--- src/rtl/imm_pkg.sv ---
`default_nettype none
`timescale 1ns/1ps
// +----------------------------------------------------------------------------+
// | Package   : imm_pkg                                                        |
// | Purpose   : Immediate format codes and per-format instruction field        |
// |             positions, shared by the immediate extender and imm_encoder.   |
// | Revision  : 1.0  initial release                                           |
// +----------------------------------------------------------------------------+
package imm_pkg;

  // Immediate format selector (2-bit, fully decoded)
  localparam logic [1:0] IMM_I = 2'b00;
  localparam logic [1:0] IMM_S = 2'b01;
  localparam logic [1:0] IMM_B = 2'b10;
  localparam logic [1:0] IMM_J = 2'b11;

  // Field positions, in full 32-bit instruction bit numbers
  localparam int unsigned I_HI     = 31;  // imm[11:0]
  localparam int unsigned I_LO     = 20;

  localparam int unsigned S_UP_HI  = 31;  // imm[11:5]
  localparam int unsigned S_UP_LO  = 25;
  localparam int unsigned S_DN_HI  = 11;  // imm[4:0]
  localparam int unsigned S_DN_LO  = 7;

  localparam int unsigned B_SIGN   = 31;  // imm[12]
  localparam int unsigned B_UP_HI  = 30;  // imm[10:5]
  localparam int unsigned B_UP_LO  = 25;
  localparam int unsigned B_DN_HI  = 11;  // imm[4:1]
  localparam int unsigned B_DN_LO  = 8;
  localparam int unsigned B_B11    = 7;   // imm[11]

  localparam int unsigned J_SIGN   = 31;  // imm[20]
  localparam int unsigned J_DN_HI  = 30;  // imm[10:1]
  localparam int unsigned J_DN_LO  = 21;
  localparam int unsigned J_B11    = 20;  // imm[11]
  localparam int unsigned J_UP_HI  = 19;  // imm[19:12]
  localparam int unsigned J_UP_LO  = 12;

  // Sign-bit index of each format's immediate (range check boundary)
  localparam int unsigned I_SB = 11;
  localparam int unsigned B_SB = 12;
  localparam int unsigned J_SB = 20;

  // Packed result of one encode: instr[31:7] plus its two status flags
  typedef struct packed {
    logic [24:0] instr;
    logic        err;
    logic        misalign;
  } imm_res_t;

  // True when v[31:sb] are all copies of v[sb], i.e. v fits in sb+1 signed bits
  function automatic logic imm_fits(input logic [31:0] v, input int unsigned sb);
    logic [31:0] t;
    t = $signed(v) >>> sb;
    return (t == '0) || (t == '1);
  endfunction

endpackage
`default_nettype wire

--- src/rtl/imm_pack.sv ---
`default_nettype none
`timescale 1ns/1ps
// +----------------------------------------------------------------------------+
// | Module    : imm_pack                                                       |
// | Purpose   : Combinational packer: places a signed immediate into           |
// |             instr[31:7] for format I/S/B/J, keeping non-immediate bits     |
// |             from the base word, and flags range / alignment errors.        |
// | Ports     : i_immsrc  format select                                        |
// |             i_imm     32-bit signed immediate (byte offset for B/J)        |
// |             i_base    instr[31:7] template                                 |
// |             o_res     packed instr[31:7], err, misalign                    |
// | Revision  : 1.0  initial release                                           |
// +----------------------------------------------------------------------------+
module imm_pack
  import imm_pkg::*;
(
  input  logic [1:0]  i_immsrc,
  input  logic [31:0] i_imm,
  input  logic [24:0] i_base,
  output imm_res_t    o_res
);

  logic [31:0] w_ins;
  logic        w_err;
  logic        w_mis;

  always_comb begin
    // Work on a full 32-bit word so field positions read as instruction bits
    w_ins = {i_base, 7'b0};
    w_err = 1'b0;
    w_mis = 1'b0;
    case (i_immsrc)
      IMM_I: begin
        w_ins[I_HI:I_LO] = i_imm[11:0];
        w_err            = !imm_fits(i_imm, I_SB);
      end
      IMM_S: begin
        w_ins[S_UP_HI:S_UP_LO] = i_imm[11:5];
        w_ins[S_DN_HI:S_DN_LO] = i_imm[4:0];
        w_err                  = !imm_fits(i_imm, I_SB);
      end
      IMM_B: begin
        w_ins[B_SIGN]          = i_imm[12];
        w_ins[B_UP_HI:B_UP_LO] = i_imm[10:5];
        w_ins[B_DN_HI:B_DN_LO] = i_imm[4:1];
        w_ins[B_B11]           = i_imm[11];
        w_err                  = !imm_fits(i_imm, B_SB);
        w_mis                  = i_imm[0];
      end
      IMM_J: begin
        w_ins[J_SIGN]          = i_imm[20];
        w_ins[J_DN_HI:J_DN_LO] = i_imm[10:1];
        w_ins[J_B11]           = i_imm[11];
        w_ins[J_UP_HI:J_UP_LO] = i_imm[19:12];
        w_err                  = !imm_fits(i_imm, J_SB);
        w_mis                  = i_imm[0];
      end
      default: ;
    endcase
  end

  assign o_res = '{instr: w_ins[31:7], err: w_err, misalign: w_mis};

endmodule
`default_nettype wire

--- src/rtl/imm_encoder.sv ---
`default_nettype none
`timescale 1ns/1ps
// +----------------------------------------------------------------------------+
// | Module    : imm_encoder                                                    |
// | Purpose   : Streaming valid/ready immediate encoder. Packs the immediate   |
// |             into instr[31:7] (via imm_pack), registers the result with a   |
// |             1-cycle latency, and buffers one extra item in a skid entry    |
// |             so o_ready can be a plain register.                            |
// | Ports     : i_clk, i_rst (sync, active-high)                               |
// |             i_valid/o_ready, i_immsrc, i_imm, i_base   input stream        |
// |             o_valid/i_ready, o_instr, o_err, o_misalign output stream      |
// |             o_err_cnt  saturating error count                              |
// | Options   : IMM_ERR_CNT_EN  enables the error counter; otherwise           |
// |             o_err_cnt is tied to zero.                                     |
// | Revision  : 1.0  initial release                                           |
// +----------------------------------------------------------------------------+
module imm_encoder
  import imm_pkg::*;
#(
  parameter bit          DROP_ON_ERR = 1'b0,
  parameter int unsigned CNT_W       = 16
) (
  input  logic             i_clk,
  input  logic             i_rst,
  input  logic             i_valid,
  output logic             o_ready,
  input  logic [1:0]       i_immsrc,
  input  logic [31:0]      i_imm,
  input  logic [24:0]      i_base,
  output logic             o_valid,
  input  logic             i_ready,
  output logic [24:0]      o_instr,
  output logic             o_err,
  output logic             o_misalign,
  output logic [CNT_W-1:0] o_err_cnt
);

  imm_res_t w_new;
  logic     w_accept;
  logic     w_bad;
  logic     w_fwd;
  logic     w_pop;

  imm_res_t out_q,    out_d;
  logic     out_v_q,  out_v_d;
  imm_res_t skid_q,   skid_d;
  logic     skid_v_q, skid_v_d;
  logic     ready_q,  ready_d;

  imm_pack u_pack (
    .i_immsrc (i_immsrc),
    .i_imm    (i_imm),
    .i_base   (i_base),
    .o_res    (w_new)
  );

  assign w_accept = i_valid && ready_q;
  assign w_bad    = w_new.err || w_new.misalign;
  // In drop mode a bad item is still consumed, it just never reaches the output
  assign w_fwd    = w_accept && !(DROP_ON_ERR && w_bad);
  assign w_pop    = out_v_q && i_ready;

  always_comb begin
    out_d    = out_q;
    out_v_d  = out_v_q;
    skid_d   = skid_q;
    skid_v_d = skid_v_q;
    if (!out_v_q || w_pop) begin
      // Output slot frees up: the oldest item (skid first) moves in
      if (skid_v_q) begin
        out_d    = skid_q;
        out_v_d  = 1'b1;
        skid_v_d = 1'b0;
        if (w_fwd) begin
          skid_d   = w_new;
          skid_v_d = 1'b1;
        end
      end else begin
        out_v_d = w_fwd;
        if (w_fwd) begin
          out_d = w_new;
        end
      end
    end else if (w_fwd) begin
      // Output stalled: the item accepted this cycle parks in the skid entry
      skid_d   = w_new;
      skid_v_d = 1'b1;
    end
    ready_d = !skid_v_d;
  end

  always_ff @(posedge i_clk) begin
    if (i_rst) begin
      out_q    <= '0;
      out_v_q  <= 1'b0;
      skid_q   <= '0;
      skid_v_q <= 1'b0;
      ready_q  <= 1'b0;
    end else begin
      out_q    <= out_d;
      out_v_q  <= out_v_d;
      skid_q   <= skid_d;
      skid_v_q <= skid_v_d;
      ready_q  <= ready_d;
    end
  end

  assign o_ready    = ready_q;
  assign o_valid    = out_v_q;
  assign o_instr    = out_q.instr;
  assign o_err      = out_q.err;
  assign o_misalign = out_q.misalign;

`ifdef IMM_ERR_CNT_EN
  // Counts at the input handshake, so dropped items are included
  logic [CNT_W-1:0] cnt_q;

  always_ff @(posedge i_clk) begin
    if (i_rst) begin
      cnt_q <= '0;
    end else if (w_accept && w_bad && (cnt_q != '1)) begin
      cnt_q <= cnt_q + CNT_W'(1);
    end
  end

  assign o_err_cnt = cnt_q;
`else
  assign o_err_cnt = '0;
`endif

endmodule
`default_nettype wire

--- config.mk ---
export PLATFORM = sky130hd
export DESIGN_NAME = imm_encoder
export DESIGN_NICKNAME = d
export VERILOG_FILES = /design/src/rtl/imm_pkg.sv /design/src/rtl/imm_pack.sv /design/src/rtl/imm_encoder.sv
export SDC_FILE = /design/constraint.sdc
export NUM_CORES = 1
export LEC_CHECK = 0
export BUFFER_PORTS_ARGS = -buffer_cell sky130_fd_sc_hd__buf_4
export CAP_MARGIN = 0
export CORE_AREA = 10 10 91 93
export CTS_CLUSTER_SIZE = 12
export DETAILED_ROUTE_END_ITERATION = 7
export DIE_AREA = 0 0 101 103
export PLACE_DENSITY = 0.76
export SLEW_MARGIN = 20
export SYNTH_ARGS = -nofsm -noshare
export SYNTH_HDL_FRONTEND = slang
export SYNTH_SLANG_ARGS = --single-unit
--- constraint.sdc ---
create_clock -name i_clk -period 3 [get_ports i_clk]
set_input_delay 0.9 -clock i_clk [delete_from_list [all_inputs] [get_ports i_clk]]
set_output_delay 0.9 -clock i_clk [all_outputs]
set_load 0.02 [all_outputs]
### After elaboration in Yosys (flattened, before gate mapping)

Cells that the tools add are included.
Widths: inputs -> output; s select.

| storage, ports and cells | value |
|---|---|
| word-level logic and storage cells | 51 |
| output and inout port bits | 45 |
| bits in registers | 57 |
| bits of input ports | 63 |

| operators by class | value |
|---|---|
| equality and inequality tests | 7 |
| muxes and demuxes | 16 |
| reduce and logical (&&, ||, !) cells | 19 |

Operator list:

| kind | count |
|---|---|
| $mux 27 | 5 |
| $eq 32x32->1 const B | 3 |
| $logic_not 32->1 | 3 |
| $pmux 7 s3 | 1 |
| $pmux 5 s2 | 2 |
| $mux 8 | 1 |
| $mux 1 | 6 |
| $logic_not 1->1 | 5 |
| $eq 2x2->1 const B | 2 |
| $logic_or 1x1->1 | 4 |
| $reduce_or 2->1 | 2 |
| $pmux 1 s3 | 1 |
| $eq 2x1->1 const B | 1 |
| $logic_and 1x1->1 | 2 |
| $logic_not 2->1 | 1 |
| $ne 2x2->1 const B | 1 |
| $reduce_and 2->1 | 1 |
| $reduce_bool 2->1 | 1 |

### Logic depth before layout (Yosys ltp)

| logic depth | value |
|---|---|
| depth in word-level cells | 7 |
| gate-level depth with buffers | 8 |
| gate-level depth less buffers | 7 |

### Cells and area by module

Synthesis repeated with hierarchy kept, for this count alone.

| unflattened totals | value |
|---|---|
| cell total of the unflattened synthesis | 352 |
| area, all modules | 3352.0 um^2 |

By module, submodules not included:

| module | instances | seq. area each (um^2) | area each (um^2) | cells an instance |
|---|---|---|---|---|
| imm_encoder | 1 | 1141.1 | 2817.7 | 272 |
| imm_pack | 1 | 0.0 | 534.3 | 80 |

### Worst setup path before layout

Ideal clock, no wire load.

| path | value |
|---|---|
| kind | input port to flip-flop |
| start | in i_immsrc[0] |
| end | reg out_q (netlist bit o_instr[0]) |
| path buffers | 2 |
| path slack | 0.936 ns |
| data arrival time | 1.978 ns |
| stages on the path | 7 |
| required time | 2.914 ns |
| library setup time | 0.086 ns |
| path through | inv_1 -> ha_1 -> buf_2 -> buf_2 -> a21oi_1 -> mux2i_1 -> a211oi_1 |

| between the ends | value |
|---|---|
| word-level cells in the longest chain between the ends | 4 |
| elaborated cells on any way between the ends | 5 |
| classes of those cells | eq/ne (2); mux (3) |

RTL lines:

| item | line | RTL |
|---|---|---|
| start: declaration | imm_encoder.sv:27 | `input logic [1:0] i_immsrc,` |
| $eq 2x2->1 / $eq 2x1->1 (equally long branches) | imm_pack.sv:32 | `case (i_immsrc)` |
| $pmux 5 s2 * | imm_pack.sv:32 |  |
| $mux 27 * | imm_encoder.sv:80 | `if (w_fwd) begin` |
| $mux 27 * | imm_encoder.sv:70 | `if (skid_v_q) begin` |
| end signal: assignment | imm_encoder.sv:100 | `out_q <= out_d;` |
| end: declaration | imm_encoder.sv:44 | `imm_res_t out_q, out_d;` |

Mark *: on every way between the ends. The rest lies on a longest branch, timed or not. The select of a mux whose other input is x is not followed.
A chain may end at the register's enable or synchronous reset.

### Worst setup path in the final report

Same ends and word-level chain as after synthesis.

==> flow_summary.ini <==
[die]
die_y_um = 103
core_area_um2 = 6569
pin_count = 108
dieArea_um2 = 10400
start_util = 0.4290
die_w_um = 101
rows = 30

[timing]
hold_viol_final = 0
period_needed_ns = 2.100
tightest_slew_ns = 0.5041
drv_slew = 0
rsz0062_at_grt = false
finalSetupViolCount = 0
setup_tns_ns = 0
fmax_ghz = 0.4763
finClkSkew_ns = 0.006547
fin_crit_sh = 0.6999
slew_headroom = 0.6639
holdWs_ns = 0.4513

[detailed_routing]
via_per_inst = 5.081
drtPass1Iterations = 4
wire_per_inst_um = 14.43
postRouteAntennaNets = 0
drt_iter0_markers = 159
vias = 2627
drt-total-wl_um = 7461
drc = 0

[logic_synthesis]
synthMuxAreaShare = 0.05684
synthAdderAreaFrac = 0.01776
ys_warn_count = 0
synth-simple-area-share = 0.2247
postSynthAreaPerCell_um2 = 7.871
yosys.area_share.xor_xnor = 0
synth_top_family_by_area = simple AND/OR/NAND/NOR gates
synth-seq-cells = 57
synth_area_um2 = 2818
ys_types = 34
yosysSeqAreaShare = 0.4050
synthCells = 358
synth_compound_area_frac = 0.2003

[worst_setup_path]
startpoint_type = input pin
ff2ff_setup_slack_ns = 1.44
end_kind = flip-flop
path_class = input pin to flip-flop
cpLargestDelayFamily = adder cells
cpPeakStageDelay_ns = 0.60
arrival_ns = 2.34
worst-path-buf-inv = 2
cp_cell_sequence = buf_4 > inv_1 > ha_1 > nor2_1 > a21oi_1 > mux2i_1 > a211oi_1
crit_path_top_delay_cell = ha_1
critPathRequiredTime_ns = 3.24
reg2reg_from = o_valid$_SDFFE_PP0N_
r2r_end = skid_q[6]$_SDFFE_PP0P_
cp_max_fo = 20
rr_worst_depth = 6

[global_route]
antenna_found_initial = 0
use_met1 = 0.1575
grt_overflow = 0
grt_pass1_vias = 2407
grt_max_degree = 48
grt_util_met2 = 0.2344
gr-usage-met3 = 0.05295
grt_busiest_layer = met2
grt_pass1_wl_um = 11710
grt.total_usage = 0.1403

[clock_network]
post_cts_buffers = 0
cts_tree = yes
numClockSinks = 57
ctsHoldBuffers = 0
clk_pin_slew_ns = 0.06
clock_path_buffers = 2
cts_buffers = 9
clock_latency_ns = 0.33
cts_resized = 0
clock_tree.root_cell = clkbuf_8
htreeDepth = 3

[power_and_ir_drop]
ir_drop_mv = 0.2923
power_density_nw_per_um2 = 510.2
power_leakage_nw = 1.410

[layout]
diodes = 0
syn_to_final_growth_pct = 28.11
num-nets-final = 499
drive_gt1_frac = 0.2586

[job]
maxCapViolCount = 0

[placement]
io_buffer_count = 84
dp_hpwl_um = 5570
gp_congestion = 0.8173

[worst_hold_path]
hold_start = o_instr[14]$_SDFFE_PP0P_
min_to = o_instr[14]$_SDFFE_PP0P_
min_path_cells = 2
hold_path_class = flip-flop to flip-flop

[run_status]
status = complete, no violations
power by group:
part	total [W]	switching [W]	internal (W)
registers	0.000803	0.0000154	0.000787
clock network	0.000733	0.000282	0.000451
logic	0.000306	0.000176	0.000130
total	0.00184	0.000473	0.00137
cell usage after synthesis:
library cell	n	area (um2)
a211oi_1	23	172.7
a211oi_2	1	12.51
a21oi_1	32	160.2
a22o_2	1	10.01
a22oi_1	2	15.01
a31oi_1	5	31.28
and2_1	1	6.260
and3b_2	1	10.01
buf_2	11	55.05
buf_4	23	172.7
clkbuf_1	7	26.28
conb_1	1	3.750
dfxtp_1	57	1141
ha_1	4	50.05
inv_1	3	11.26
mux2i_1	16	160.2
nand2_1	69	259.0
nand2b_1	4	25.02
nand3_1	2	10.01
nand4_1	5	31.28
nor2_1	38	142.6
nor2_2	2	12.51
nor2b_1	4	25.02
nor2b_4	1	13.76
nor3_1	7	35.03
nor4_1	4	25.02
nor4_2	1	12.51
o211ai_1	4	30.03
o21ai_0	23	115.1
o22a_1	1	8.760
o41ai_1	1	8.760
or2_1	1	6.260
or2_2	2	12.51
or3_1	1	6.260
metal layers:
metal	part of all wire	wire, um
met2	0.49	3656
met1	0.41	3031
met5	0	0
met4	0.016	121
met3	0.087	652
sequential cells by signal, summed over array words and instances, names as in the netlist:
name and flops:
o_err 1, o_instr 25, o_misalign 1, o_ready 1, o_valid 1, skid_q 27, skid_v_q 1
cell type report:
class | instances | area, um2
clock buffers | 14 | 172.7
clock inverters | 2 | 35.03
fillers | 645 | 2959
inverters | 3 | 11.26
multi-input cells | 272 | 1468
flip-flops and latches | 57 | 1142
well taps | 80 | 100.1
repair buffers | 89 | 680.7
layout by cell type (no fill, tap or decap), types with 5 or more instances in the layout:
master    instances
a211oi_1         23
a21oi_1          32
a31oi_1           5
buf_4            88
clkbuf_8         12
conb_1           16
dfxtp_1          56
mux2i_1          16
nand2_1          69
nand4_1           5
nor2_1           38
nor3_1            7
o21ai_0          23
worst register-to-register path, cell delays in order (launching register included):
cell and delay, ns:
dfxtp_1 0.34, nor2b_4 0.18, nor2_1 0.09, nor2_2 0.31, buf_12 0.24, nor2_1 0.09
a211oi_1 0.21
logic make-up (layout without fill, tap and decap cells):
family	after synthesis	count (layout)
AO/OA/AOI/OAI	93	93
adder cells (fa/ha/maj)	4	4
buffers and inverters	44	108
flip-flops	57	57
multiplexers	16	16
other	1	16
AND/OR/NAND/NOR	143	143
stage by stage:
| step | cells | util | setup slack, ns | power [W] | cell area (um2) |
|---|---|---|---|---|---|
| after detailed placement | 501 | 0.5179 | 0.5748 | 0.001127 | 3402 |
| after floorplan | 373 | - | 0.9362 | 0.001010 | 2874 |
| after CTS | 517 | 0.5495 | 0.9210 | 0.001867 | 3610 |
| after global placement | 501 | 0.5179 | 0.6035 | 0.001122 | 3402 |
| final | 517 | 0.5495 | 0.9004 | 0.001842 | 3610 |
| after global routing | 517 | 0.5495 | 0.7535 | 0.001934 | 3610 |
worst max-delay path by stage:
stage                            from                       to  slack [ns]  cells past startpoint
after detailed placement  i_immsrc[0]  o_instr[0]$_SDFFE_PP0P_        0.57                      7
final                     i_immsrc[0]  o_instr[0]$_SDFFE_PP0P_        0.90                      7
after global placement    i_immsrc[0]  o_instr[4]$_SDFFE_PP0P_        0.60                      8
after global routing      i_immsrc[0]  o_instr[0]$_SDFFE_PP0P_        0.75                      7
after CTS                 i_immsrc[0]  o_instr[0]$_SDFFE_PP0P_        0.92                      7
after floorplan           i_immsrc[0]  o_instr[0]$_SDFFE_PP0P_        0.94                      7
Power figures use the tool's default switching activity.
